File: src/rtl/com_bus_arbiter.sv
// com_bus_arbiter: round-robin common-bus arbiter, one processor owner with one nested snoop/memory grant.
// Optional grant watchdog enabled by defining ARB_TIMEOUT_EN.
module com_bus_arbiter #(
  parameter int NUM_REQ = 8,
  parameter int TIMEOUT = 64
) (
  input  logic               clk,
  input  logic               rst,
  input  logic [NUM_REQ-1:0] Com_Bus_Req_proc,
  input  logic [NUM_REQ-1:0] Com_Bus_Req_snoop,
  input  logic               Mem_snoop_req,
  output logic [NUM_REQ-1:0] Com_Bus_Gnt_proc,
  output logic [NUM_REQ-1:0] Com_Bus_Gnt_snoop,
  output logic               Mem_snoop_gnt,
  output logic [3:0]         Bus_owner,
  output logic               Arb_timeout_err
);
  localparam int IW = NUM_REQ > 1 ? $clog2(NUM_REQ) : 1;
  typedef enum logic [1:0] {IDLE, PROC, NEST, SOLO} state_t;
  state_t state, state_r, state_n;
  logic [IW-1:0] owner, owner_n, nidx, nidx_n, last, last_n, rr_idx;
  logic nmem, nmem_n, nreq, oreq, rm, gm_n, to_hit;
  logic [NUM_REQ-1:0] rp, rs, elig, gp_n, gs_n;
  logic [3:0] bo_n;

  function automatic logic [IW-1:0] lowest(input logic [NUM_REQ-1:0] v);
    lowest = '0;
    for (int i = NUM_REQ - 1; i >= 0; i--) if (v[i]) lowest = IW'(i);
  endfunction

`ifdef ARB_TIMEOUT_EN
  localparam int CW = $clog2(TIMEOUT + 1);
  logic [CW-1:0] cnt;
  logic [NUM_REQ-1:0] blk_p, blk_s;
  logic blk_m;
  assign rp = Com_Bus_Req_proc & ~blk_p;
  assign rs = Com_Bus_Req_snoop & ~blk_s;
  assign rm = Mem_snoop_req & ~blk_m;
  assign to_hit = state != IDLE && state_r == state && cnt == CW'(TIMEOUT - 1);
  // A timed-out requester stays masked until it lowers its request.
  always_ff @(posedge clk) begin
    if (rst) begin
      cnt <= '0;
      blk_p <= '0;
      blk_s <= '0;
      blk_m <= 1'b0;
      Arb_timeout_err <= 1'b0;
    end else begin
      cnt <= state_n != state ? '0 : state != IDLE ? cnt + CW'(1) : cnt;
      blk_p <= (blk_p & Com_Bus_Req_proc) | (to_hit ? Com_Bus_Gnt_proc : '0);
      blk_s <= (blk_s & Com_Bus_Req_snoop) | (to_hit ? Com_Bus_Gnt_snoop : '0);
      blk_m <= (blk_m & Mem_snoop_req) | (to_hit & Mem_snoop_gnt);
      Arb_timeout_err <= to_hit;
    end
  end
`else
  assign rp = Com_Bus_Req_proc;
  assign rs = Com_Bus_Req_snoop;
  assign rm = Mem_snoop_req;
  assign to_hit = 1'b0;
  // TIMEOUT only matters with the watchdog built in; this is constant 0.
  assign Arb_timeout_err = TIMEOUT < 0;
`endif

  always_comb begin
    rr_idx = last;
    for (int k = NUM_REQ; k >= 1; k--)
      if (rp[(int'(last) + k) % NUM_REQ]) rr_idx = IW'((int'(last) + k) % NUM_REQ);
  end

  always_ff @(posedge clk) begin
    if (rst) begin
      state <= IDLE;
      owner <= '0;
      nidx <= '0;
      nmem <= 1'b0;
      last <= IW'(NUM_REQ - 1);
      Com_Bus_Gnt_proc <= '0;
      Com_Bus_Gnt_snoop <= '0;
      Mem_snoop_gnt <= 1'b0;
      Bus_owner <= '0;
    end else begin
      state <= state_n;
      owner <= owner_n;
      nidx <= nidx_n;
      nmem <= nmem_n;
      last <= last_n;
      Com_Bus_Gnt_proc <= gp_n;
      Com_Bus_Gnt_snoop <= gs_n;
      Mem_snoop_gnt <= gm_n;
      Bus_owner <= bo_n;
    end
  end

  always_comb begin
    elig = rs & ~(NUM_REQ'(1) << owner);
    nreq = nmem ? rm : rs[nidx];
    oreq = rp[owner];
    state_r = state;
    owner_n = owner;
    nidx_n = nidx;
    nmem_n = nmem;
    last_n = last;
    case (state)
      IDLE:
        if (|rs) begin
          state_r = SOLO;
          nidx_n = lowest(rs);
          nmem_n = 1'b0;
        end else if (rm) begin
          state_r = SOLO;
          nmem_n = 1'b1;
        end else if (|rp) begin
          state_r = PROC;
          owner_n = rr_idx;
          last_n = rr_idx;
        end
      PROC:
        if (!oreq) state_r = IDLE;
        else if (|elig) begin
          state_r = NEST;
          nidx_n = lowest(elig);
          nmem_n = 1'b0;
        end else if (rm) begin
          state_r = NEST;
          nmem_n = 1'b1;
        end
      NEST: state_r = nreq ? (oreq ? NEST : SOLO) : (oreq ? PROC : IDLE);
      default: state_r = nreq ? SOLO : IDLE;
    endcase
    state_n = to_hit ? IDLE : state_r;
  end

  always_comb begin
    gp_n = (state_n == PROC || state_n == NEST) ? NUM_REQ'(1) << owner_n : '0;
    gs_n = (state_n == NEST || state_n == SOLO) && !nmem_n ? NUM_REQ'(1) << nidx_n : '0;
    gm_n = (state_n == NEST || state_n == SOLO) && nmem_n;
    bo_n = (state_n == PROC || state_n == NEST) ? {1'b1, 3'(owner_n)} : 4'd0;
  end
endmodule

File: config.mk
export PLATFORM = sky130hd
export DESIGN_NAME = com_bus_arbiter
export DESIGN_NICKNAME = d
export VERILOG_FILES = /design/src/rtl/com_bus_arbiter.sv
export SDC_FILE = /design/constraint.sdc
export NUM_CORES = 1
export LEC_CHECK = 0
export ABC_AREA = 1
export BUFFER_PORTS_ARGS = -buffer_cell sky130_fd_sc_hd__buf_4
export CORE_AREA = 2 2 71 73
export DETAILED_ROUTE_END_ITERATION = 8
export DIE_AREA = 0 0 73 75
export PLACE_DENSITY = 0.71
export SYNTH_ARGS = -nofsm -noshare
export SYNTH_HDL_FRONTEND = slang
export SYNTH_SLANG_ARGS = --single-unit
File: constraint.sdc
create_clock -name clk -period 3.3 [get_ports clk]
set_input_delay 0.33 -clock clk [delete_from_list [all_inputs] [get_ports clk]]
set_output_delay 0.33 -clock clk [all_outputs]
set_load 0.01 [all_outputs]
==> flow_summary.ini <==
[status]
status = complete, no violations

[critical_path]
critical_path.most_common_cell = nand2_1
critical_path.top_delay_family = simple AND/OR/NAND/NOR gates
arrival_ns = 2.78
endpoint_kind = flip-flop
worstSetupPathType = flip-flop to flip-flop
worstSetupStartpointType = flip-flop
worstPathCellList = nand2_1 > o21ai_0 > nand2_1 > inv_1 > nand3_1 > nor2_1 > nand2_1 > o22ai_1 > nand2_1 > nand2_1 > nand2_1 > inv_1 > ha_1 > nor2_1 > nor3_1 > nand3_1 > nor2_1
cp.required_ns = 3.51
cp_max_fo = 6
slowest_delay_ns = 0.45
cp_slowest_cell = dfxtp_1
worst-path-buf-inv = 2

[job]
cap_violations = 0

[detailed_routing]
route.vias.total = 2397
final_antenna_net_count = 0
drc_errors = 0
routed.top_layer = met4
drtPass1Iterations = 4
post_drt_wl_per_cell_um = 12.29
drt_iter0_drc = 79
drt-met1-wl_um = 2480
finalWirelength_um = 5641
dr_wl_met3_um = 227
dr_wl_met2_um = 2854
routed_via_density = 5.222

[synthesis]
synth_top_cell_area_share = 0.2909
yosysTopAreaCell = dfxtp_1
syn_inst = 362
ys_seq_area_frac = 0.2909
synth_most_common_cell = nand2_1
synth_edf_count = 0
synth_cell_type_count = 35
synth-main-ff-cell = dfxtp_1
syn_nets = 385
yosysWarnings = 0
yosys-top-cells-area = dfxtp_1 29%, nand2_1 15%, nor2_1 9.8%
synthArstFlopShare = 0
synth_area_um2 = 2271
synth_commonest_cells = 92 x nand2_1, 59 x nor2_1, 43 x inv_1, 37 x nand3_1, 33 x dfxtp_1
avgSynthCellArea_um2 = 6.273
ys_ff_latch = 33

[clocking]
clk_path_buf_depth = 2
cts_setup_buffers = 0
root_buffer = clkbuf_8
hold_buffers = 0
cts_tree = built
cts.sinks = 33
h-tree-depth = 2
clk_latency_ns = 0.28
cts_resized = 0
cts.reportedPaths.clkPinSlew_ns = 0.07
cts_buffers = 5

[floorplanning]
initial_core_util = 0.4872
pin_count = 41
design.core.area_um2 = 4661
die-area_um2 = 5475
die_h_um = 75
rows = 25
die_x_um = 73

[grt]
grt_pass1_vias = 2253
track_usage = 0.2207
grt_antenna_before_repair = 0
grt_max_degree = 12
gr-total-overflow = 0
grt_pass1_wl_um = 9749

[sta]
hold_ws_ns = 0.3134
skew_ns = 0.005003
fin_crit_sh = 0.7780
period_minus_slack_ns = 2.568
fmax_ghz = 0.3895
fin_setup_tns_ns = 0
drv_slew = 0
rsz0062_at_grt = no
final-setup-viol-count = 0
setup_slack_ns = 0.7325
hold_viol = 0

[placement]
io_buffers = 39
dp.cells = 451
place_congestion = 0.8817
post-place-ws_ns = 0.7915
dp_hpwl_um = 4494

[power]
power_density_nw_per_um2 = 486.0
finalPower_mw = 1.317
p_leak_nw = 1.384
vdd.ir_drop.worst_v = 0.0004421

[hold_path]
hold_path.class = input pin to flip-flop

[cells_and_area]
fin_cells = 459
n_antenna_cell = 0
drive_gt1_frac = 0.2173
fin_nets = 427
fillers = 455
area_growth_pct = 19.34
-- logic make-up after synthesis --
family	share of synthesized area
AOI/OAI and AO/OA	0.1350
xor gates and xnor gates	0.003857
adders and majority gates	0.02204
buffers and inverters	0.1069
DFF	0.2909
other	0.001651
and+or+nand+nor	0.4397
-- power by group --
part | switching [mW] | internal (mW)
combinational | 0.295 | 0.162
sequential | 0.0371 | 0.440
clock | 0.137 | 0.246
-- area by class of cell --
class / count / area [um^2] / share of cell area
Clock buffer: 7 / 86.33 / 0.03186
Clock inverter: 1 / 30.03 / 0.01108
Inverter: 50 / 190.2 / 0.07018
Multi-Input combinational cell: 273 / 1368 / 0.5046
Sequential cell: 33 / 660.6 / 0.2438
Tap cell: 54 / 67.56 / 0.02493
Timing Repair Buffer: 41 / 307.8 / 0.1136
-- final timing paths --
path | start | end | slack, ns | cells after the start
setup / recovery | owner[0] | Com_Bus_Gnt_snoop[1] | 0.73 | 17
hold / removal | rst | state[1] | 0.31 | 2
setup reg to reg | owner[0] | Com_Bus_Gnt_snoop[1] | 0.73 | 17
hold reg to reg | nidx[1] | nidx[1] | 0.61 | 2
-- through the flow --
stage               instance area (um^2)    util
CTS                                 2710  0.5815
floorplan                           2271       -
detailed placement                  2594  0.5565
global placement                    2594  0.5565
global route                        2710  0.5815
finish                              2710  0.5815
-- worst register-to-register path: stages, from the launching register on --
cell     delay [ns]
dfxtp_1        0.45
nand2_1        0.17
o21ai_0        0.23
nand2_1        0.10
inv_1          0.08
nand3_1        0.11
nor2_1         0.10
nand2_1        0.07
o22ai_1        0.11
nand2_1        0.06
nand2_1        0.07
nand2_1        0.08
inv_1          0.07
ha_1           0.13
nor2_1         0.06
nor3_1         0.26
nand3_1        0.21
nor2_1         0.14
-- state kept, by name, indices dropped and copies added, names as in the netlist --
| signal | cells |
|---|---|
| owner | 3 |
| Com_Bus_Gnt_snoop | 8 |
| nidx | 3 |
| Com_Bus_Gnt_proc | 8 |
| nmem | 1 |
| Mem_snoop_gnt | 1 |
| state | 2 |
| last | 3 |
| Bus_owner | 4 |
-- cell usage in the layout (no fill, tap or decap), types with 4 or more instances in the layout --
cell type and n:
clkbuf_8 6, buf_4 41, nor2_1 59, inv_2 6, inv_1 43, o211ai_1 5
nand3_2 8, nand2_1 92, o21ai_0 14, nand3_1 37, dfxtp_1 33, ha_1 4
nand2_2 14, o21ai_1 5, a21oi_1 13
-- metal layers --
metal,vias to the layer above,global-route usage
met3,11,0.03614
met4,0,0.05144
li1,1238,-
met1,1091,0.2679
met2,57,0.4074
met5,-,0
(Power assumes the default switching activity.)
